### src/rtl/pipe_hazard_ctrl.sv
// Sequencing controller for a 5-stage accumulator pipeline: RAW hazard
// stalls from an EX/MEM/WB shadow tracker, plus start/HLT-drain/halt/resume lifecycle.
module pipe_hazard_ctrl #(
  parameter int WB_BYPASS = 1,
  parameter int CNT_W     = 16
) (
  input  logic             clk,
  input  logic             rst,
  input  logic             start,
  input  logic             resume,
  input  logic             mem_busy,
  input  logic             id_valid,
  input  logic [2:0]       id_opcode,
  input  logic [4:0]       id_ad1,
  output logic             pc_en,
  output logic             if_id_en,
  output logic             pipe_en,
  output logic             id_ex_bubble,
  output logic             busy,
  output logic             halted,
  output logic [CNT_W-1:0] stall_cnt
);

  typedef enum logic [1:0] {
    S_IDLE   = 2'd0,
    S_RUN    = 2'd1,
    S_DRAIN  = 2'd2,
    S_HALTED = 2'd3
  } state_t;

  state_t           r_state;
  logic [2:0]       r_valid;
  logic [2:0]       r_wr_reg;
  logic [2:0]       r_wr_acc;
  logic [2:0]       r_is_hlt;
  logic [4:0]       r_dest [0:2];
  logic [CNT_W-1:0] r_stall_cnt;

  logic       w_rd_reg, w_rd_acc, w_wr_reg, w_wr_acc, w_is_hlt;
  logic [2:0] w_reg_hit, w_acc_hit;
  logic       w_hazard, w_issue, w_stall;

  always_comb begin
    w_rd_reg = (id_opcode == 3'b011) || (id_opcode == 3'b100) || (id_opcode == 3'b101);
    w_rd_acc = (id_opcode == 3'b101) || (id_opcode == 3'b110);
    w_wr_reg = (id_opcode == 3'b001) || (id_opcode == 3'b010) || (id_opcode == 3'b110);
    w_wr_acc = (id_opcode == 3'b100) || (id_opcode == 3'b101);
    w_is_hlt = (id_opcode == 3'b111);
  end

  // The WB entry only matters when the register file is not write-through.
  for (genvar gi = 0; gi < 3; gi++) begin : g_chk
    localparam bit CHK = (gi < 2) || (WB_BYPASS == 0);
    assign w_reg_hit[gi] = CHK && r_valid[gi] && r_wr_reg[gi] && (r_dest[gi] == id_ad1);
    assign w_acc_hit[gi] = CHK && r_valid[gi] && r_wr_acc[gi];
  end

  assign w_hazard = id_valid && ((w_rd_reg && (|w_reg_hit)) || (w_rd_acc && (|w_acc_hit)));
  assign w_stall  = (r_state == S_RUN) && !mem_busy && w_hazard;
  assign w_issue  = (r_state == S_RUN) && !mem_busy && !w_hazard && id_valid;

  always_comb begin
    pc_en        = 1'b0;
    if_id_en     = 1'b0;
    pipe_en      = 1'b1;
    id_ex_bubble = 1'b1;
    busy         = 1'b0;
    halted       = 1'b0;
    case (r_state)
      S_IDLE: ;
      S_RUN: begin
        busy = 1'b1;
        if (mem_busy) begin
          pipe_en      = 1'b0;
          id_ex_bubble = 1'b0;
        end else if (!w_hazard) begin
          pc_en        = 1'b1;
          if_id_en     = 1'b1;
          id_ex_bubble = 1'b0;
        end
      end
      S_DRAIN: begin
        busy    = 1'b1;
        pipe_en = !mem_busy;
      end
      default: begin
        pipe_en = 1'b0;
        halted  = 1'b1;
      end
    endcase
  end

  always_ff @(posedge clk) begin
    if (rst) begin
      r_state     <= S_IDLE;
      r_valid     <= '0;
      r_wr_reg    <= '0;
      r_wr_acc    <= '0;
      r_is_hlt    <= '0;
      r_dest[0]   <= '0;
      r_dest[1]   <= '0;
      r_dest[2]   <= '0;
      r_stall_cnt <= '0;
    end else begin
      if (pipe_en) begin
        r_valid   <= {r_valid[1:0],  w_issue};
        r_wr_reg  <= {r_wr_reg[1:0], w_issue && w_wr_reg};
        r_wr_acc  <= {r_wr_acc[1:0], w_issue && w_wr_acc};
        r_is_hlt  <= {r_is_hlt[1:0], w_issue && w_is_hlt};
        r_dest[2] <= r_dest[1];
        r_dest[1] <= r_dest[0];
        r_dest[0] <= w_issue ? id_ad1 : 5'd0;
      end
      if (w_stall && (r_stall_cnt != {CNT_W{1'b1}}))
        r_stall_cnt <= r_stall_cnt + 1'b1;
      case (r_state)
        S_IDLE:   if (start) r_state <= S_RUN;
        S_RUN:    if (w_issue && w_is_hlt) r_state <= S_DRAIN;
        S_DRAIN:  if (r_valid[2] && r_is_hlt[2] && !mem_busy) r_state <= S_HALTED;
        default:  if (resume) r_state <= S_RUN;
      endcase
    end
  end

  assign stall_cnt = r_stall_cnt;

endmodule

### config.mk
export PLATFORM = sky130hd
export DESIGN_NAME = pipe_hazard_ctrl
export DESIGN_NICKNAME = d
export VERILOG_FILES = /design/src/rtl/pipe_hazard_ctrl.sv
export SDC_FILE = /design/constraint.sdc
export NUM_CORES = 1
export LEC_CHECK = 0
export ABC_AREA = 1
export BUFFER_PORTS_ARGS = -buffer_cell sky130_fd_sc_hd__clkbuf_2
export CELL_PAD_IN_SITES_DETAIL_PLACEMENT = 1
export CELL_PAD_IN_SITES_GLOBAL_PLACEMENT = 2
export CORE_ASPECT_RATIO = 1.2
export CORE_MARGIN = 2
export CORE_UTILIZATION = 32
export CTS_BUF_LIST = sky130_fd_sc_hd__clkbuf_4 sky130_fd_sc_hd__clkbuf_8
export CTS_CLUSTER_DIAMETER = 40
export CTS_CLUSTER_SIZE = 20
export DETAILED_ROUTE_END_ITERATION = 8
export GPL_ROUTABILITY_DRIVEN = 1
export MAX_ROUTING_LAYER = met4
export PLACE_DENSITY = 0.88
export SYNTH_ARGS = -nofsm -noshare
export SYNTH_HDL_FRONTEND = slang
export SYNTH_SLANG_ARGS = --single-unit
### constraint.sdc
create_clock -name clk -period 2.1 [get_ports clk]
set_input_delay 0.105 -clock clk [delete_from_list [all_inputs] [get_ports clk]]
set_output_delay 0.105 -clock clk [all_outputs]
set_load 0.005 [all_outputs]
# == After elaboration in Yosys (flattened, before gate mapping) ==
# Memory sizes are Yosys's and may differ from the RTL's.
# Cells that the tools add are included.
# totals
latch_bits,0
inputBits,14
mem_bits_rw,15
n_memories,1
romBits,0
register_bits,28
word_cells,85
out_inout_bits,22
# classes
order_cmp,0
eq_ne,15
n_shift,0
n_div,0
mux,24
bitwise,3
reduce_logical,35
addsub,1
mul,0
# mem_list
memory,depth,word_bits,rd,rd_clocked_by_memory_dff,write_ports,line,text
r_dest,3,5,2,0,3,36,logic [4:0] r_dest [0:2];
# op_table
cell,n
$mux 5,4
$logic_and 1x1->1,19
$add 16x1->16 const B,1
$ne 16x16->1 const B,1
$mux 1,14
$eq 3x3->1 const B,4
$eq 5x5->1,2
$mux 2,4
$logic_or 1x1->1,7
$eq 3x2->1 const B,2
$pmux 2 s3,1
$reduce_or 2->1,3
$ne 2x2->1 const B,2
$reduce_and 4->1,1
$reduce_bool 4->1,1
$eq 3x1->1 const B,1
$or 1x1->1,3
$pmux 1 s3,1
$reduce_or 3->1,1
$eq 2x1->1 const B,1
$eq 2x2->1 const B,1
$logic_not 1->1,2
$logic_not 2->1,1
$ne 2x1->1 const B,1

# == Depth between registers and ports, before layout ==
# Gate-level depths: netlist (run 1).
# An unclocked memory read counts as a cell.
# logic_depth
ltp_word,13
depth_mapped,13

# == Worst setup path before layout (run 1) ==
# No wires, ideal clock.
# synth_path
path_type,register to register
start,register r_state[0]
end,"memory r_dest[0][0], data pin"
t_required_ns,1.838
period_less_slack_ns,1.695
n_path_buf,1
setup_slack_ns,0.405
setup_ns,0.262
stages_incl_launch_ff,11
arrival_time_ns,1.433
cell_sequence,dfxtp_1 > inv_1 > ha_1 > o21ai_1 > a21oi_1 > inv_2 > nor2_1 > inv_1 > or2_1 > clkbuf_1 > nor2_1
# synth_rtl
item,line,text
start: declaration,31,state_t r_state;
start signal: assignment,95,r_state <= S_IDLE;
start signal: assignment,117,S_IDLE: if (start) r_state <= S_RUN;
start signal: assignment,118,S_RUN: if (w_issue && w_is_hlt) r_state <= S_DRAIN;
end: declaration,36,

==> impl_metrics.tcl, run 1 <==
set metrics [dict create \
    dieArea_sq_um 7440 \
    arrival_ns 1.82 \
    max_stage_delay_ns 0.36 \
    synthCells 301 \
    core_sq_um 6490 \
    cts_root_buf "clkbuf_8" \
    gr-usage-all-layers_pct 16.9 \
    criticalPathCategory "register to output pin" \
    final_net_count 370 \
    p_per_area_nw_per_um2 908 \
    io_buffer_count 35 \
    drt_iter0_markers 84 \
    crit_required_ns 2.00 \
    relSlewSlack_pct 75.6 \
    power.ir.vdd_worst_mv 0.331 \
    htreeDepth 2 \
    clk_pin_slew_ns 0.08 \
    num_io_pins 36 \
    grt_pass1_wl_um 9540 \
    wire_per_inst_um 13.2 \
    cts_tree "done" \
    p_switching_uw 798 \
    drv_cap 0 \
    combPwrFrac_pct 29.5 \
    critPathMaxFanout 8 \
    tightest_slew_ns 0.365 \
    async_flop_share_pct 0 \
    gp_congestion 0.826 \
    worstPathCellList "inv_1 -> nor2_1 -> nor2_1 -> nand3_1 -> nand2_1 -> nand2_1 -> a21boi_4 -> nand2_1 -> nand2_1 -> clkbuf_2" \
    netlist_area_sq_um 2160 \
    cp_slowest_cell "edfxtp_1" \
    antenna_cells 0 \
    timing.setup.tns_ns 0 \
    p_seq_share_pct 38.8 \
    first_pass_iters 4 \
    use_met1_pct 18.0 \
    overflow 0 \
    cts.path.max_buffers 2 \
    yosysWarnings 0 \
    use_met3_pct 3.56 \
    die_width_um 79.1 \
    fp.dieH_um 94.1 \
    p_sw_share_pct 33.0 \
    synth_edf_count 10 \
    clk_latency_ns 0.30 \
    dpl.hpwl_um 4500 \
    hold_viol_final 0 \
    synth.area.top_cells "dfxtp_1, edfxtp_1, nand2_1, inv_1, nor2_1" \
    drtAntennaViolNets 0 \
    synth_seq_cells 38 \
    hold_path.class "primary input to register" \
    routed-via-count 2083 \
    via_per_inst 4.78 \
    final_layout_size_suffix_gt1_share_pct 21.1 \
    grt_max_degree 16 \
    path_common_cell "nand2_1" \
    crit_path_end_kind "output pin" \
    syn_avg_cell_area_sq_um 7.19 \
    drc 0 \
    dp.cells 428 \
    fin_crit_ns 1.93 \
    synth.distinct_cells 30 \
    final_max_slew_viol_count 0 \
    post-cts-setup-buffer-count 0 \
    yosys.area.top_type "dfxtp_1" \
    cts-buffers-inserted 5 \
    rows 32 \
    status "completed" \
    synth_ff_type "dfxtp_1" \
    setup_viol 0 \
    internal_power_mw 1.62 \
    clock.fmax_mhz 519 \
    rsz0062_at_grt "false" \
    fin_crit_sh_pct 91.8 \
    antenna_found_initial 0 \
    synth_nets 321 \
    finalWirelength_um 5770 \
    start_util_pct 33.4 \
    p_leak_nw 1.13 \
    largest_reg_flops 16 \
    grtUsageMet2_pct 30.9 \
    finalNonFillerCells 436 \
    ys_seq_area_share_pct 39.8 \
    startpoint_type "register" \
    fin_skew_ns 0.00367 \
    grt_pass1_vias 2116 \
    area_delta_synth_final_pct 22.9 \
    cts_sinks 38 \
    busiest_layer "met2" \
    postCtsHoldBufs 0 \
    synth_top_area_share_pct 25.9 \
    post_cts_resized 0 \
    power.share.clock_pct 31.7 \
]
## power groups by stage
stage / Sequential [mW] / Clock [mW] / Combinational [mW]
after global placement: 0.948 / 0 / 0.707
after floorplan: 0.940 / 0 / 0.461
final: 0.937 / 0.766 / 0.713
after detailed placement: 0.955 / 0 / 0.726
after CTS: 0.938 / 0.784 / 0.731
after global routing: 0.951 / 0.813 / 0.823
## kinds of logic (layout without fill, tap and decap cells)
group / Yosys count / after routing / share of synthesized area [%]
AO/OA/AOI/OAI: 36 / 36 / 10.1
XOR/XNOR: 12 / 12 / 4.86
adder cells (fa/ha/maj): 6 / 6 / 3.47
buffers and inverters: 57 / 107 / 10.8
flip-flops: 38 / 38 / 39.8
AND/OR/NAND/NOR: 152 / 152 / 31.0
## cells in the mapped netlist, types with 3 or more instances
library cell   n
a21oi_1       15
nand4_1       15
inv_1         39
ha_1           6
o21ai_1        3
nand2_1       69
xor2_1        10
inv_2          8
o22ai_1        6
edfxtp_1      10
o21ai_0        6
clkbuf_1       5
nand3_1       16
dfxtp_1       28
nor2_1        39
nor3_1         5
## layer usage
layer	up-vias	share of wire, %
li1	1067	-
met1	979	44
met2	28	52
met3	9	2.9
met4	0	1.5
met5	-	0
## area by class of cell
type | instances | area [sq um]
Tap cell | 85 | 106
Multi-Input combinational cell | 206 | 1070
Fill cell | 845 | 3830
Inverter | 49 | 184
Timing Repair Buffer | 50 | 300
Sequential cell | 38 | 861
Clock inverter | 3 | 68.8
Clock buffer | 5 | 68.8
## worst max-delay path, delay by kind of cell, from the launching register on
| kind | cells | cell delay (ns) |
|---|---|---|
| AO/OA/AOI/OAI | 1 | 0.29 |
| AND/OR/NAND/NOR | 7 | 0.67 |
| flip-flops | 1 | 0.36 |
| buffers and inverters | 2 | 0.19 |
## path summary, 6_finish.rpt
kind / startpoint / to / slack [ns] / cells after the start
min reg2reg: stall_cnt[15] / stall_cnt[15] / 0.49 / 2
max reg2reg: r_dest[0][5] / stall_cnt[6] / 0.22 / 12
min: id_opcode[2] / r_wr_acc[0] / 0.13 / 3
max: r_dest[0][5] / id_ex_bubble / 0.17 / 10
## stage by stage
step                cell area (sq um)  hold WS (ns)  worst slack, ns  power (mW)  utilization, %
global placement                 2520         0.438            0.269        1.65            38.9
finish                           2660         0.131            0.173        2.42            41.0
global route                     2660         0.143          0.00769        2.59            41.0
floorplan                        2160         0.174            0.405        1.40               -
CTS                              2660         0.125            0.135        2.45            41.0
detailed placement               2520         0.445            0.194        1.68            38.9
## cell usage in the layout (no fill, tap or decap), drive strengths merged
master  count
a21boi      1
a21oi      17
buf        15
bufinv      2
clkbuf     40
clkinv      3
dfxtp      28
edfxtp     10
ha          6
inv        47
nand2      70
nand3      17
nand4      15
nor2       41
nor3        5
nor4        2
o21ai       9
o21bai      1
o22ai       6
o32ai       2
or2         2
xnor2       2
xor2       10
No activity file was read; power rests on OpenSTA's default activity.
==> inputs of run 2 (changes only) <==
==> constraint.sdc (replaced) <==
create_clock -name clk -period 2.1 [get_ports clk]
set_input_delay 0.21 -clock clk [delete_from_list [all_inputs] [get_ports clk]]
set_output_delay 0.21 -clock clk [all_outputs]
set_load 0.005 [all_outputs]
==> run 2 against run 1 <==
Net effect:
- cell count grew 0.69%
- non-clock buffer count grew 3
- die area is the same
- register-to-register slack is essentially flat
- sequential power is essentially flat
- core utilization grew 0.077 points
- design area grew 0.19%
- combinational power shrank 1%
- fmax grew 0.57%
- global-route usage grew 0.97 points
- clock power shrank 19%
- sequential share of layout area shrank 0.061 points
==> impl_metrics.tcl, run 2 (synthesized netlist as in run 1, its figures left out) <==
set metrics [dict create \
    finalNonFillerCells 439 \
    rsz0062_at_grt "true" \
    clk_latency_ns 0.30 \
    arrival_ns 1.71 \
    r2r_cells 12 \
    dpl.hpwl_um 4570 \
    grt_pass1_vias 2167 \
    finalWirelength_um 6000 \
    grt_max_degree 16 \
    first_pass_iters 4 \
    largest_reg_flops 16 \
    final_net_count 373 \
    use_met1_pct 19.6 \
    tightest_slew_ns 0.346 \
    crit_path_end_kind "output pin" \
    r2r_end "stall_cnt[11]" \
    drv_cap 0 \
    final_util_pct 41.1 \
    gp_congestion 0.846 \
    htreeDepth 2 \
    hold_viol_final 0 \
    layout_commonest_cell "nand2_1" \
    hold_end "r_wr_acc[0]" \
    final_max_slew_viol_count 0 \
    use_met3_pct 2.88 \
    cts_sinks 38 \
    dieArea_sq_um 7440 \
    antenna_cells 0 \
    status "completed" \
    rows 32 \
    busiest_layer "met2" \
    clock.fmax_mhz 522 \
    io_buffer_count 35 \
    drt_iter0_markers 75 \
    start_util_pct 33.4 \
    total_power_mw 2.27 \
    cts_root_buf "clkbuf_8" \
    r2r_slack_ns 0.23 \
    overflow 0 \
    area_delta_synth_final_pct 23.1 \
    startpoint_type "register" \
    clk_pin_slew_ns 0.08 \
    grtUsageMet2_pct 31.2 \
    p_leak_nw 1.13 \
    fp.dieH_um 94.1 \
    hp-start "id_opcode[2]" \
    setup_viol 0 \
    reg2reg_from "r_dest[0][8]" \
    cts.path.max_buffers 2 \
    fin_skew_ns 0.00710 \
    crit_required_ns 1.89 \
    antenna_found_initial 0 \
    final_layout_size_suffix_gt1_share_pct 22.6 \
    cts_tree "done" \
    via_per_inst 4.80 \
    critPathMaxFanout 3 \
    core_sq_um 6490 \
    drc 0 \
    cts-buffers-inserted 5 \
    dp.cells 426 \
    drtAntennaViolNets 0 \
    p_per_area_nw_per_um2 850 \
    relSlewSlack_pct 76.9 \
    holdWs_ns 0.248 \
    worstHoldPathCells 3 \
    num_io_pins 36 \
    criticalPathCategory "register to output pin" \
    fin_crit_sh_pct 91.2 \
    power.ir.vdd_worst_mv 0.355 \
    postCtsHoldBufs 0 \
    grt_pass1_wl_um 10100 \
    routed-via-count 2109 \
    hold_path.class "primary input to register" \
    fin_crit_ns 1.92 \
    final_cell_mix "nand2_1, inv_1, nor2_1" \
    die_width_um 79.1 \
    wire_per_inst_um 13.7 \
    gr-usage-all-layers_pct 17.9 \
]
## run 2: layout make-up
| type | instances | area (sq um) |
|---|---|---|
| Clock buffer | 5 | 68.8 |
| Multi-Input combinational cell | 206 | 1080 |
| Inverter | 49 | 184 |
| Clock inverter | 3 | 40.0 |
| Sequential cell | 38 | 861 |
| Tap cell | 85 | 106 |
| Timing Repair Buffer | 53 | 327 |
| Fill cell | 853 | 3820 |
## run 2: layer usage
layer	vias up	share of wire [%]	wire (um)
met2	30	52	3090
met5	-	0	0
met4	0	2.6	156
met1	1000	43	2590
li1	1068	-	-
met3	11	2.7	164
## run 2: timing repair
item                                    4_1_cts  5_1_grt
gates resized for setup                       0        4
endpoints found under the setup margin        3        5
pin swaps                                     1        0
setup buffers                                 1        4
## run 2: worst max path at each step
stage / start / endpoint / slack, ns / cells past startpoint
2_1_floorplan: r_state[0] / r_dest[0][0] / 0.41 / 10
3_3_place_gp: r_dest[0][4] / stall_cnt[6] / 0.25 / 12
3_5_place_dp: r_dest[0][4] / stall_cnt[6] / 0.17 / 12
4_1_cts: r_dest[0][4] / id_ex_bubble / 0.04 / 11
5_1_grt: r_dest[0][3] / id_ex_bubble / -0.03 / 11
6_report: r_dest[0][4] / pc_en / 0.18 / 11
## run 2: where the power goes
| group | internal [mW] | total [mW] | leakage [nW] | switching (mW) |
|---|---|---|---|---|
| Combinational | 0.262 | 0.706 | 0.734 | 0.444 |
| Sequential | 0.877 | 0.939 | 0.340 | 0.0615 |
| Clock | 0.350 | 0.622 | 0.0579 | 0.272 |
## run 2: critical path, cell delays in order (launching register included)
cell,delay [ns]
edfxtp_1,0.39
inv_1,0.09
nand2_1,0.05
nand2_1,0.07
nor2_2,0.05
nand3_1,0.07
nand2_2,0.07
nand2_2,0.09
a21boi_4,0.07
buf_6,0.12
nor3_1,0.18
clkbuf_2,0.17
## run 2: per-stage QoR
| step | instance area (sq um) | TNS, ns | setup WS (ns) |
|---|---|---|---|
| finish | 2670 | 0 | 0.184 |
| global route | 2670 | -0.0615 | -0.0273 |
| detailed placement | 2510 | 0 | 0.173 |
| floorplan | 2160 | 0 | 0.405 |
| CTS | 2620 | 0 | 0.0398 |
| global placement | 2510 | 0 | 0.255 |
